===== config.mk =====
export PLATFORM = sky130hd
export DESIGN_NAME = ref_scheduler
export DESIGN_NICKNAME = d
export VERILOG_FILES = /design/src/rtl/ref_scheduler.sv
export SDC_FILE = /design/constraint.sdc
export NUM_CORES = 1
export LEC_CHECK = 0
export BUFFER_PORTS_ARGS = -buffer_cell sky130_fd_sc_hd__buf_2
export CAP_MARGIN = 20
export CELL_PAD_IN_SITES_DETAIL_PLACEMENT = 1
export CELL_PAD_IN_SITES_GLOBAL_PLACEMENT = 1
export CORE_UTILIZATION = 30
export DETAILED_ROUTE_END_ITERATION = 16
export HOLD_SLACK_MARGIN = 0.1
export PLACE_DENSITY = 0.73
export SYNTH_ARGS = -nofsm -noshare
export SYNTH_HDL_FRONTEND = slang
export SYNTH_SLANG_ARGS = --single-unit

===== constraint.sdc =====
create_clock -name ck_t -period 2.65 [get_ports ck_t]
set_input_delay 0.53 -clock ck_t [delete_from_list [all_inputs] [get_ports ck_t]]
set_output_delay 0.53 -clock ck_t [all_outputs]
set_load 0.02 [all_outputs]

===== src/rtl/ref_scheduler.sv =====
`default_nettype none
// ============================================================================
//  Module      : ref_scheduler
//  Description : Per-bank DDR4 refresh scheduler. Issues REF commands
//                round-robin over all banks (ba inner, bg outer), postpones
//                them while the host is busy, forces them by stalling the
//                host once the postponement allowance is used up, and tracks
//                the per-bank tRFC blackout window.
//  Config      : REF_POSTPONE_EN - when defined, up to MAXPEND refreshes may
//                be owed; when undefined, the allowance is one refresh and
//                every tick immediately forces a refresh.
//  Revision    : 1.0 - initial release
// ============================================================================
module ref_scheduler #(
    parameter int RANKS     = 1,
    parameter int BGWIDTH   = 2,
    parameter int BAWIDTH   = 2,
    parameter int ADDRWIDTH = 17,
    parameter int TREFI_PB  = 10400,
    parameter int TRFC_PB   = 4,
    parameter int MAXPEND   = 8
) (
    input  logic                                ck_t,
    input  logic                                reset,
    input  logic                                host_valid,
    output logic                                host_ready,
    input  logic [RANKS-1:0]                    host_cs_n,
    input  logic                                host_act_n,
    input  logic [ADDRWIDTH-1:0]                host_A,
    input  logic [BGWIDTH-1:0]                  host_bg,
    input  logic [BAWIDTH-1:0]                  host_ba,
    input  logic [2**(BGWIDTH+BAWIDTH)-1:0]     bank_busy,
    output logic [RANKS-1:0]                    cs_n,
    output logic                                act_n,
    output logic [ADDRWIDTH-1:0]                A,
    output logic [BGWIDTH-1:0]                  bg,
    output logic [BAWIDTH-1:0]                  ba,
    output logic [2**(BGWIDTH+BAWIDTH)-1:0]     bank_blocked,
    output logic [3:0]                          ref_pending,
    output logic                                ref_overflow
);

    localparam int c_ptr_w  = BGWIDTH + BAWIDTH;
    localparam int c_nbanks = 2 ** c_ptr_w;
    localparam int c_cnt_w  = $clog2(TREFI_PB);
    localparam int c_rfc_w  = $clog2(TRFC_PB + 1);

    localparam logic [c_cnt_w-1:0]   c_trefi_reload = c_cnt_w'(TREFI_PB - 1);
    localparam logic [c_rfc_w-1:0]   c_trfc_load    = c_rfc_w'(TRFC_PB);
    // A[16:14]=001 selects REF, A[0]=1 selects the per-bank variant
    localparam logic [ADDRWIDTH-1:0] c_ref_addr     = ADDRWIDTH'(17'h04001);

`ifdef REF_POSTPONE_EN
    localparam logic [3:0] c_max_pend = 4'(MAXPEND);
`else
    // Without postponement at most one refresh may be owed at a time
    localparam logic [3:0] c_max_pend = (MAXPEND > 1) ? 4'd1 : 4'(MAXPEND);
`endif

    typedef enum logic [1:0] {
        S_IDLE  = 2'd0,
        S_PEND  = 2'd1,
        S_FORCE = 2'd2
    } state_t;

    state_t               r_state;
    state_t               w_state_nxt;
    logic [c_cnt_w-1:0]   r_interval;
    logic [c_ptr_w-1:0]   r_ptr;
    logic                 w_tick;
    logic                 w_issue;
    logic                 w_drop;
    logic [3:0]           w_pending_nxt;

    // Refresh decision: tick detection, issue condition and owed-count update
    always_comb begin
        w_tick        = (r_interval == '0);
        w_issue       = (ref_pending != 4'd0) && !bank_busy[r_ptr] &&
                        !bank_blocked[r_ptr] &&
                        (!host_valid || (r_state == S_FORCE));
        // A tick is only lost when the allowance is full and nothing drains it
        w_drop        = w_tick && !w_issue && (ref_pending == c_max_pend);
        w_pending_nxt = ref_pending;
        if (w_tick && !w_issue && !w_drop) begin
            w_pending_nxt = ref_pending + 4'd1;
        end else if (w_issue && !w_tick) begin
            w_pending_nxt = ref_pending - 4'd1;
        end
        if (w_pending_nxt == 4'd0) begin
            w_state_nxt = S_IDLE;
        end else if (w_pending_nxt == c_max_pend) begin
            w_state_nxt = S_FORCE;
        end else begin
            w_state_nxt = S_PEND;
        end
    end

    // The host is stalled while a refresh is forced or takes the bus
    assign host_ready = !reset && (r_state != S_FORCE) && !w_issue;

    // Scheduler FSM: interval counter, owed count, overflow flag, bank pointer
    always_ff @(posedge ck_t) begin
        if (reset) begin
            r_interval   <= c_trefi_reload;
            ref_pending  <= 4'd0;
            r_state      <= S_IDLE;
            ref_overflow <= 1'b0;
            r_ptr        <= '0;
        end else begin
            r_interval   <= w_tick ? c_trefi_reload : (r_interval - c_cnt_w'(1));
            ref_pending  <= w_pending_nxt;
            r_state      <= w_state_nxt;
            if (w_drop) begin
                ref_overflow <= 1'b1;
            end
            if (w_issue) begin
                r_ptr <= r_ptr + c_ptr_w'(1);
            end
        end
    end

    // DIMM command bus: REF has priority, then the host, otherwise deselect
    always_ff @(posedge ck_t) begin
        if (reset) begin
            cs_n  <= '1;
            act_n <= 1'b1;
            A     <= '0;
            bg    <= '0;
            ba    <= '0;
        end else if (w_issue) begin
            cs_n  <= '0;
            act_n <= 1'b1;
            A     <= c_ref_addr;
            bg    <= r_ptr[c_ptr_w-1:BAWIDTH];
            ba    <= r_ptr[BAWIDTH-1:0];
        end else if (host_valid && host_ready) begin
            cs_n  <= host_cs_n;
            act_n <= host_act_n;
            A     <= host_A;
            bg    <= host_bg;
            ba    <= host_ba;
        end else begin
            cs_n  <= '1;
            act_n <= 1'b1;
            A     <= '0;
            bg    <= '0;
            ba    <= '0;
        end
    end

    // Per-bank tRFC window; the counter is loaded in the same edge the REF
    // reaches the bus, so the bank reads blocked for exactly TRFC_PB cycles
    for (genvar gi = 0; gi < c_nbanks; gi++) begin : g_bank
        logic [c_rfc_w-1:0] r_rfc_cnt;

        // Load on REF to this bank, otherwise count down to zero
        always_ff @(posedge ck_t) begin
            if (reset) begin
                r_rfc_cnt <= '0;
            end else if (w_issue && (r_ptr == c_ptr_w'(gi))) begin
                r_rfc_cnt <= c_trfc_load;
            end else if (r_rfc_cnt != '0) begin
                r_rfc_cnt <= r_rfc_cnt - c_rfc_w'(1);
            end
        end

        assign bank_blocked[gi] = (r_rfc_cnt != '0);
    end

endmodule
`default_nettype wire

==> flow_summary_export.csv <==
group,metric,value,unit
layout,fin_cells,889,
critical_path,end_kind,"primary output",
cts,cts_buffers,9,
cts,cts-root-buf,"clkbuf_16",
routing,postRouteAntennaNets,0,
die,dieArea,16600,µm²
layout,fin_nets,769,
layout,final_util,41.0,%
layout,drive_gt1_share,33.1,%
grt,grt_pass1_wl,21000,µm
synthesis,synth_common_cells,"96 x dfxtp_1, 89 x inv_1, 58 x ha_1",
synthesis,post-synth-top-area-cell,"dfxtp_1",
worst_hold_path,hold_path_class,"input pin to flop",
critical_path,cp.required,2.12,ns
placed_design,gp_congestion,0.759,
die,initial_core_util,30.6,%
timing,fin_hold_ws,0.369,ns
outcome,violations,"negative setup slack",
synthesis,synthDistinctLibCells,43,
critical_path,cp-start-kind,"flop",
routing,drtPass1Iterations,4,
timing,min_period,2.76,ns
routing,wl,13800,µm
grt,grt_max_degree,32,
cts,tritoncts,"done",
grt,grt-ovfl-total,0,
timing,setup_slack,-0.105,ns
synthesis,synth_cells,550,
synthesis,async_flop_share,0,%
die,row_count,46,
run,maxCapViolations,0,
grt,grt_pass1_vias,4331,
routing,drc,0,
timing,worst_slew_pin_slew,0.717,ns
outcome,status,"complete, but fails checks",
layout,antenna_cells,0,
synthesis,syn_nets,650,
critical_path,crit_fanout,2,
routing,viasPerCell,4.61,
synthesis,synth_top_area_share,39.7,%
critical_path,slowest_stage,"dfxtp_2",
timing,tns,-0.105,ns
synthesis,avgSynthCellArea,8.79,µm²
synthesis,ys_warn_count,0,
cts,clkSinkCount,96,
critical_path,crit_buf_inv,3,
cts,clk_transition_reported_paths,0.07,ns
timing,maxSlewViolCount,0,
synthesis,synthFlopType,"dfxtp_1",
power_and_ir_drop,p_leak,3.04,nW
timing,clock_skew,0.0135,ns
layout,area_delta_synth_final,34.3,%
die,pin_count,87,
timing,fmax,363,MHz
critical_path,critPathMaxStageDelay,0.35,ns
cts,clockBufferDepth,2,
routing,wl_per_cell,15.5,µm
synthesis,synth.area.top_cells,"dfxtp_1 40%, ha_1 15%, inv_1 6.9%",
grt,grtUsageTotal,16.4,%
cts,htree_levels,3,
synthesis,synth-seq-cells,96,
power_and_ir_drop,p_per_area,949,nW/µm²
critical_path,critical_path_class,"flop to primary output",
timing,relSlewSlack,52.2,%
synthesis,syn_area,4840,µm²
placed_design,place_inst,862,
critical_path,path_cells,"inv_2 > ha_4 > ha_4 > and3b_1 > nor4_2 > a311oi_2 > and3_4 > buf_6 > nor2_4 > buf_6",
timing,rsz0062_at_grt,"yes",
routing,drt-initial-drc-count,77,
power_and_ir_drop,ir_drop,0.000323,V
synthesis,synth_edf_count,0,
synthesis,yosysSeqAreaShare,39.7,%
die,die_y,129,µm
synthesis,yosysMostFrequentCell,"dfxtp_1",
die,die_w,129,µm
critical_path,arrival,2.23,ns
routing,vias,4099,
die,coreArea,15800,µm²
grt,grt_antenna_before_repair,0,
timing,setup-violations-final,1,
critical_path,crit_family,"simple AND/OR/NAND/NOR gates",
timing,finalHoldViolCount,0,
placed_design,dp_hpwl,9890,µm
placed_design,port_buffers,86,
timing,post-route-period-util,104,%
cts,clock_latency,0.35,ns
-- layer usage --
metal / vias up / routed length [µm] / global-route usage, %
met5: - / 0 / 0
met4: 0 / 291 / 6.92
met3: 23 / 409 / 3.12
met2: 63 / 7400 / 29.9
met1: 2007 / 5660 / 18.7
li1: 2006 / - / -
-- sequential cells by signal, summed over array words and instances (netlist names) --
signal and flops:
ba 2, A 17, cs_n 1, r_interval 14, ref_pending 4, g_bank.r_rfc_cnt 48
r_state 2, r_ptr 4, bg 2, ref_overflow 1, act_n 1
-- logic make-up (layout without fill, tap and decap cells) --
logic type / count (synthesis) / count (layout) / synth area share, %
buffers and inverters: 112 / 235 / 8.87
AND/OR/NAND/NOR: 178 / 178 / 20.2
adder cells (fa/ha/maj): 58 / 58 / 15.0
XOR/XNOR: 30 / 30 / 5.43
flip-flops: 96 / 96 / 39.7
AO/OA/AOI/OAI: 62 / 62 / 7.87
multiplexers: 14 / 14 / 2.90
-- area by class of cell --
cell class              instances  area [µm²]
inverters                      90         338
multi-input cells             342        2880
flip-flops and latches         96        1940
clock buffers                  12         246
well taps                     216         270
fillers                      1822        9330
repair buffers                130         771
clock inverters                 3        42.5
-- worst reg2reg max path, cell delays in order, from the launching register on --
cell and delay (ns):
dfxtp_1 0.32, inv_1 0.09, ha_4 0.15, ha_4 0.12, nand2_1 0.07, a2bb2oi_2 0.20
a311oi_2 0.40, and3_4 0.25, buf_4 0.10, buf_4 0.20, nand2_1 0.17, nor3_1 0.17
buf_4 0.15, o21a_1 0.12
-- path summary, 6_finish.rpt --
| check | cells past startpoint | slack (ns) | end | start |
|---|---|---|---|---|
| max | 10 | -0.11 | host_ready | g_bank[7].r_rfc_cnt[0] |
| min | 2 | 0.37 | act_n | host_act_n |
| max reg2reg | 13 | 0.08 | g_bank[3].r_rfc_cnt[2] | g_bank[6].r_rfc_cnt[1] |
| min reg2reg | 1 | 0.41 | r_interval[0] | r_interval[0] |
-- report_power, final --
group	switching (mW)	internal, mW
clock network	0.546	0.752
registers	0.158	1.72
logic	1.56	1.43
-- cells in the final DEF (no fill, tap or decap), types with 4 or more instances in the layout --
cell       count
o21ai_0       16
and2_1        17
nand3_1       12
dfxtp_1       78
nand2_1       35
a21oi_1       23
nor3_1        15
buf_2         85
nor2_1        32
nor4_4         4
ha_4          19
and3_1        29
o21a_1         5
xor2_1         6
buf_4         43
inv_1         77
nor3b_4        4
inv_2         13
mux2i_1       13
ha_1          37
clkbuf_16      9
dfxtp_2       18
xnor2_1       23
-- what timing repair did --
| action | 4_1_cts | 5_1_grt |
|---|---|---|
| pin swaps | 12 | 22 |
| gates resized for setup | 40 | 60 |
| buffers inserted | 7 | 11 |
| hold buffers | 0 | 0 |
| setup endpoints to repair | 2 | 15 |
-- through the flow --
stage | total power [mW] | worst slack [ns] | cell area (µm²)
finish | 6.17 | -0.105 | 6500
global route | 6.57 | -0.197 | 6500
CTS | 5.78 | -0.102 | 6180
detailed placement | 4.31 | 0.000393 | 5700
global placement | 4.09 | 0.0582 | 5700
floorplan | 3.45 | 0.0222 | 4850
(Power assumes the default switching activity.)
